$ cat src/rtl/serial_addsub_pkg.sv
// serial_addsub_pkg: shared FSM encoding, opcodes and counter sizing for serial_addsub
package serial_addsub_pkg;
  typedef enum logic [1:0] {IDLE = 2'd0, SHIFT = 2'd1, DONE = 2'd2} state_t;
  localparam logic OP_ADD = 1'b0;
  localparam logic OP_SUB = 1'b1;
  function automatic int cnt_w(input int w);
    return (w > 1) ? $clog2(w) : 1;
  endfunction
endpackage

$ cat src/rtl/serial_addsub_fa_cell.sv
// fa_cell: combinational 1-bit full adder
module fa_cell (
  input  logic i_a,
  input  logic i_b,
  input  logic i_cin,
  output logic o_s,
  output logic o_co
);
  assign o_s  = i_a ^ i_b ^ i_cin;
  assign o_co = (i_a & i_b) | (i_cin & (i_a ^ i_b));
endmodule

$ cat src/rtl/serial_addsub.sv
// serial_addsub: bit-serial add/subtract, LSB-first through one full-adder cell
module serial_addsub
  import serial_addsub_pkg::*;
#(
  parameter int WIDTH = 8
) (
  input  logic             clk,
  input  logic             rst_n,
  input  logic             start,
  input  logic             sub,
  input  logic [WIDTH-1:0] a,
  input  logic [WIDTH-1:0] b,
  output logic             busy,
  output logic             done,
  output logic [WIDTH-1:0] sum,
  output logic             cout,
  output logic             overflow
);
  localparam int CW = cnt_w(WIDTH);
  state_t           r_state;
  logic [WIDTH-1:0] r_opa, r_opb, r_res;
  logic [CW-1:0]    r_cnt;
  logic             r_carry, r_busy, r_done, r_cout, r_ovf;
  logic [WIDTH-1:0] r_sum;
  logic             w_s, w_co;
  logic [WIDTH-1:0] w_res_nx;
  fa_cell u_fa (
    .i_a  (r_opa[0]),
    .i_b  (r_opb[0]),
    .i_cin(r_carry),
    .o_s  (w_s),
    .o_co (w_co)
  );
  // new sum bit enters at the MSB so the LSB-first stream lands in place
  assign w_res_nx = (r_res >> 1) | (WIDTH'(w_s) << (WIDTH - 1));
  always_ff @(posedge clk or negedge rst_n) begin
    if (!rst_n) begin
      r_state <= IDLE;
      r_opa   <= '0;
      r_opb   <= '0;
      r_res   <= '0;
      r_cnt   <= '0;
      r_carry <= 1'b0;
      r_busy  <= 1'b0;
      r_done  <= 1'b0;
      r_sum   <= '0;
      r_cout  <= 1'b0;
      r_ovf   <= 1'b0;
    end else begin
      case (r_state)
        IDLE: if (start) begin
          r_opa   <= a;
          r_opb   <= (sub == OP_SUB) ? ~b : b;
          r_carry <= sub;
          r_cnt   <= '0;
          r_res   <= '0;
          r_busy  <= 1'b1;
          r_state <= SHIFT;
        end
        SHIFT: begin
          r_res   <= w_res_nx;
          r_opa   <= r_opa >> 1;
          r_opb   <= r_opb >> 1;
          r_carry <= w_co;
          r_cnt   <= r_cnt + CW'(1);
          if (r_cnt == CW'(WIDTH - 1)) begin
            r_sum   <= w_res_nx;
            r_cout  <= w_co;
            r_ovf   <= r_carry ^ w_co;
            r_busy  <= 1'b0;
            r_done  <= 1'b1;
            r_state <= DONE;
          end
        end
        DONE: begin
          r_done  <= 1'b0;
          r_state <= IDLE;
        end
        default: r_state <= IDLE;
      endcase
    end
  end
  assign busy     = r_busy;
  assign done     = r_done;
  assign sum      = r_sum;
  assign cout     = r_cout;
  assign overflow = r_ovf;
endmodule

$ cat config.mk
export PLATFORM = sky130hd
export DESIGN_NAME = serial_addsub
export DESIGN_NICKNAME = d
export VERILOG_FILES = /design/src/rtl/serial_addsub_pkg.sv /design/src/rtl/serial_addsub_fa_cell.sv /design/src/rtl/serial_addsub.sv
export SDC_FILE = /design/constraint.sdc
export NUM_CORES = 1
export LEC_CHECK = 0
export CORE_MARGIN = 2
export CORE_UTILIZATION = 40
export DETAILED_ROUTE_END_ITERATION = 8
export GPL_ROUTABILITY_DRIVEN = 0
export PLACE_DENSITY_LB_ADDON = 0.08
export SLEW_MARGIN = 15
export SYNTH_ARGS = -nofsm -noshare
export SYNTH_HDL_FRONTEND = slang
export SYNTH_SLANG_ARGS = --single-unit
$ cat constraint.sdc
create_clock -name clk -period 1.6 [get_ports clk]
set_input_delay 0.32 -clock clk [delete_from_list [all_inputs] [get_ports clk]]
set_output_delay 0.32 -clock clk [all_outputs]
set_load 0.1 [all_outputs]
### Word level (Yosys, flattened, before mapping)

Index checks and enable logic that the tools add are counted.

* add/sub/neg operators: 1
* reduce and logical (&&, ||, !) cells: 8
* eq/ne operators: 5
* muxes and demuxes: 19
* bitwise logic cells: 8

Operators by type and width (number)
* one-hot mux 8 bit (2 select lines): 3
* two-way mux 8 bit: 4
* inverter 8 bit: 1
* OR 7 x 8 -> 8 bit: 1
* AND reduction 2 bit: 4
* one-hot mux 1 bit (2 select lines): 3
* one-hot mux 3 bit (2 select lines): 1
* two-way mux 1 bit: 4
* two-way mux 2 bit: 2
* != test 2 bit (second input constant): 2
* one-hot mux 2 bit (2 select lines): 1
* nonzero test 2 bit: 2
* adder 3 x 1 -> 3 bit (second input constant): 1
* equality test 3 bit (second input constant): 1
* two-way mux 3 bit: 1
* AND reduction 3 bit: 1
* bitwise XOR 1 bit: 3
* AND 1 bit: 2
* equality test 2 x 1 -> 1 bit (second input constant): 1
* equality test 2 bit (second input constant): 1
* logical NOT 2 bit: 1
* OR 1 bit: 1

* register bits after elaboration: 42
* output and inout port bits: 12
* word-level logic and storage cells: 52

### Longest topological paths before layout

* word-level depth: 4
* mapped depth: 6
* depth with buffers taken out: 5

### Cells and area by module

From an unflattened synthesis, not the netlist that was laid out.

* cells, all modules: 155
* area total of the unflattened synthesis: 1905.6 um2

Modules (own cells, without submodules)
* serial_addsub: instances 1, seq. area each 1026.0 um2, area an instance 1885.6 um2, cells each 154
* fa_cell: instances 1, seq. area each 0.0 um2, area an instance 20.0 um2, cells each 1

### Worst setup path after synthesis

No wires, ideal clock.

* path type: register to register
* start: register r_cnt[0]
* end: register r_cout, in the netlist cout
* required time: 1475 ps
* path buffers: 1
* data arrival time: 1333 ps
* path slack: 142 ps
* cell stages (with the launch flop): 6
* path through: dfrtp_1 -> ha_1 -> ha_1 -> nand3b_4 -> buf_6 -> mux2_4

* cells in the longest elaborated chain, start to end: 2

RTL lines
* start: declaration: line serial_addsub.sv:22 `logic [CW-1:0] r_cnt;`
* start signal: assignment: line serial_addsub.sv:65 `r_cnt <= r_cnt + CW'(1);`
* equality test 3 bit: line serial_addsub.sv:66 `if (r_cnt == CW'(WIDTH - 1)) begin`
* AND reduction 2 bit (no source line)
* end signal: assignment: line serial_addsub.sv:68 `r_cout <= w_co;`
* end: declaration: line serial_addsub.sv:23 `logic r_carry, r_busy, r_done, r_cout, r_ovf;`

No other way between the ends.
A chain may end at the register's enable or synchronous reset.

### Final worst setup path

* start: register r_cnt[0]
* end: register r_sum[0], in the netlist sum[0]

* cells in the longest elaborated chain, start to end: 2

RTL lines
* equality test 3 bit: line serial_addsub.sv:66
* AND reduction 2 bit (no source line)
* end signal: assignment: line serial_addsub.sv:67 `r_sum <= w_res_nx;`
* end: declaration: line serial_addsub.sv:24 `logic [WIDTH-1:0] r_sum;`

No other way between the ends.

==> results.txt <==
STA classifies the critical path endpoint as a flip-flop. In the routed design, unresolved DRC markers number 0. The final non-filler cell area is between 2000 and 2500 µm². The number of placement rows came out at 24.

The largest net degree at the start of global routing came out at 42. The clock slew seen by the registers of the worst setup and hold paths is ~0.080 ns. The arrival time at the worst endpoint is 1.66 ns. The summed negative setup slack over all endpoints came out at 0 ns.

Data on the critical path is required at its endpoint by 1.77 ns. The first detailed-routing pass took 4 iterations. The worst-case hold slack is just under 0.07 ns. STA classifies the critical path startpoint as a flip-flop. The critical path starts at r_cnt[0]. The mux cell area share after synthesis is 0.1288. The total cell area at the placement stage is about 2400 µm².

Dividing the final minimum period by the clock period gives 0.9303. The number of DRC violations after detailed-routing iteration 0 is a little under 80. The max-capacitance violation count came out at 0. The cell sitting at the root of the clock tree is a sky130_fd_sc_hd__clkbuf_8. The utilization of the core after routing came out at 0.5602. The worst-case register-to-register setup slack is ~0.11 ns. The number of buffers created by CTS came out at 5. The launch instance of the worst register-to-register path is r_cnt[0]. The count of nets left with antenna violations once routing finished came out at 0. The top fanout value on the critical path came out at 6. The maximum count of clock buffers along a single path is 2. In the final layout, the share of cells above drive strength 1 is 0.2251. The power per cell area is 2116 nW/µm².

The total routing resource utilization after global routing came out at 0.1459. The number of cell instances on the worst register-to-register path came out at 4. After detailed routing, the total wire length is 3.480 mm. The part of the Yosys area used for sequential elements came out at 0.5470. The number of buffer cells added on primary ports is 31. For this design, the slowest cell found on the critical path is sky130_fd_sc_hd__dfrtp_1.

The height of the chip is between 70 and 80 µm. The synthesized-area fraction occupied by and/or/nand/nor cells is 0.07071. Setup repair after global routing left no endpoint under its margin. The die span in x came out at 72.48 µm. The fmax came out at ~670 MHz. The run finished with clean final reports. By area, the combinational part of the netlist is dominated by compound AO/OA/AOI/OAI gates. At the end of the flow, the number of nets in the layout was around 210. The synthesized area per cell came out at around 12 µm². The time the worst path needs with I/O delays and setup is ~1.5 ns.

The total die area came out at between 5000 and 6000 µm². The relative slew slack is 0.6601. The critical path in this run is classified as flip-flop to flip-flop. The number of cells in the finished layout apart from fillers came out at ~240. The distinct cell type count after synthesis is 25. In this run the critical register-to-register path is captured at sum[0].

In the routed layout, each cell is associated on average with a via count of 5.123. The number of cells after detailed placement is 234. Walking the worst path, the cells encountered are ha_1 > ha_2 > nand3b_4 > mux2_2. The H-tree depth reported by CTS is 2. The final hold violation count came out at 0.

The gate count of the mapped netlist came out at 153. The peak supply drop came out at between 0.9 and 1 mV. The fraction of the mapped netlist area in adder cells came out at 0.03069. The number of flip-flops and latches in the synthesized netlist is ~40.

The number of sinks driven by the clock tree came out at 41. The insertion delay of the later-clocked pin in the worst-skew pair is 0.29 ns. The transition time at the pin with the least slew margin is 0.5099 ns.

The number of nets in the synthesized netlist came out at between 150 and 200. The residual overflow from global routing came out at 0. The placed wire-length estimate came out at between 2 and 2.5 mm. The number of synthesized flops with an enable pin came out at 0. The synthesized netlist occupies a cell area of about 1900 µm².

The number of max-slew violations in the final report is 0. The share of the synthesized area in compound gates (AO/OA/AOI/OAI) came out at 0.1314. The repair_antennas step left the layout with diodes totalling 0. The highest cell delay on the worst timing path came out at around 0.40 ns.

TritonCTS built the clock tree. The number of antenna violations at the first check in global routing is 0. After floorplanning, the core was sized to cover 4444 µm². In this run the worst hold path is classified as input port to async pin.

The routed wire length per instance is between 10 and 15 µm. The final worst clock skew came out at 0.009161 ns. The total leakage power came out at between 1 and 1.5 nW.

The via count of the first global-routing pass came out at about 1.2k. Prior to clock tree synthesis, the placed netlist has a worst setup slack of approximately 0.041 ns. The number of warnings printed during yosys synthesis came out at 0. The fraction of synthesis flops using an asynchronous set or reset pin is 1.000. The final setup slack of the worst path is ~0.11 ns. The number of endpoints failing setup at the final stage is 0. For this configuration, the core starts out at a cell density of 0.4220. The top-level port count is 32. The commonest register cell after synthesis is sky130_fd_sc_hd__dfrtp_1. The routed layout has 1245 vias.

The overall power consumption is roughly 5.3 mW. The number of buffers inserted by post-CTS setup repair came out at 0. The layout overhead on the synthesized area came out at 32.76%. The xor and xnor area share after synthesis is 0.04203. The global-route wire length before repair is ~5.9 mm.
-- kinds of logic after synthesis --
group           Yosys count
fa+ha+maj                 4
simple gates             27
compound gates           39
buf+inv                  13
xor+xnor                  9
mux                      20
flops                    41
-- worst max-delay path by stage --
| stage | to | slack [ns] | cells past startpoint |
|---|---|---|---|
| 2_1_floorplan | cout | 0.14 | 5 |
| 3_3_place_gp | sum[0] | 0.12 | 4 |
| 3_5_place_dp | sum[0] | 0.04 | 4 |
| 4_1_cts | sum[0] | 0.03 | 4 |
| 5_1_grt | sum[0] | 0.06 | 4 |
| 6_report | sum[0] | 0.11 | 4 |
-- per-layer routing --
| metal | up-vias | track usage | routed length [µm] |
|---|---|---|---|
| li1 | 603 | - | - |
| met5 | - | 0 | 0 |
| met2 | 30 | 0.2273 | 1617 |
| met4 | 0 | 0.05556 | 36 |
| met3 | 6 | 0.04306 | 147 |
| met1 | 606 | 0.1933 | 1679 |
-- synthesized netlist by cell type, types with 3 or more instances --
library cell / count / share of area
sky130_fd_sc_hd__a22oi_1: 4 / 0.016
sky130_fd_sc_hd__mux2_4: 8 / 0.064
sky130_fd_sc_hd__a21oi_1: 3 / 0.0080
sky130_fd_sc_hd__ha_1: 3 / 0.020
sky130_fd_sc_hd__buf_2: 4 / 0.011
sky130_fd_sc_hd__xor2_1: 8 / 0.037
sky130_fd_sc_hd__nor2b_1: 4 / 0.013
sky130_fd_sc_hd__o21ai_0: 5 / 0.013
sky130_fd_sc_hd__dfrtp_1: 41 / 0.55
sky130_fd_sc_hd__nand2_1: 20 / 0.040
sky130_fd_sc_hd__buf_6: 4 / 0.024
sky130_fd_sc_hd__mux2i_1: 11 / 0.059
sky130_fd_sc_hd__o21ai_1: 16 / 0.043
sky130_fd_sc_hd__a22o_1: 9 / 0.042
-- flip-flops by register name (all words and copies together) (netlist names) --
| register | flops |
|---|---|
| done | 1 |
| r_cnt | 3 |
| r_res | 7 |
| r_carry | 1 |
| r_opb | 8 |
| overflow | 1 |
| busy | 1 |
| r_state | 2 |
| r_opa | 8 |
| sum | 8 |
| cout | 1 |
-- cells in the final DEF (no fill, tap or decap), types with 2 or more instances in the layout --
| master | netlist | routed |
|---|---|---|
| sky130_fd_sc_hd__o21ai_0 | 5 | 5 |
| sky130_fd_sc_hd__ha_1 | 3 | 2 |
| sky130_fd_sc_hd__o21ai_1 | 16 | 16 |
| sky130_fd_sc_hd__nor2b_1 | 4 | 4 |
| sky130_fd_sc_hd__buf_4 | 2 | 6 |
| sky130_fd_sc_hd__inv_1 | 2 | 2 |
| sky130_fd_sc_hd__mux2i_1 | 11 | 11 |
| sky130_fd_sc_hd__clkinv_2 | 0 | 2 |
| sky130_fd_sc_hd__dfrtp_1 | 41 | 41 |
| sky130_fd_sc_hd__xor2_1 | 8 | 8 |
| sky130_fd_sc_hd__a22oi_1 | 4 | 4 |
| sky130_fd_sc_hd__nand2_1 | 20 | 20 |
| sky130_fd_sc_hd__clkdlybuf4s50_1 | 0 | 18 |
| sky130_fd_sc_hd__clkbuf_8 | 0 | 5 |
| sky130_fd_sc_hd__mux2_4 | 8 | 8 |
| sky130_fd_sc_hd__a21oi_1 | 3 | 3 |
| sky130_fd_sc_hd__buf_12 | 0 | 15 |
| sky130_fd_sc_hd__a22o_1 | 9 | 9 |
-- power by group --
group	internal [mW]	switching (mW)	total, mW
clock	0.301	0.350	0.651
combinational	1.26	1.54	2.79
sequential	1.46	0.363	1.82
-- area by class of cell --
cell class                      count  area, µm²
Clock buffer                        5      68.82
Clock inverter                      3      17.52
Fill cell                         399       1954
Inverter                            2      7.507
Multi-Input combinational cell    100      774.5
Sequential cell                    41       1026
Tap cell                           52      65.06
Timing Repair Buffer               40      530.5
-- repair_timing --
action,in CTS,in global routing
hold buffers,0,0
gates resized for setup,0,1
hold endpoints to repair,0,0
endpoints found under the setup margin,0,1
-- critical path, delay by kind of cell (launching register included) --
family	cells	cell delay (ns)
and+or+nand+nor	1	0.15
muxes	1	0.35
adders and majority gates	2	0.47
DFF	1	0.40
Note: power is estimated with default switching activity, not from simulation.
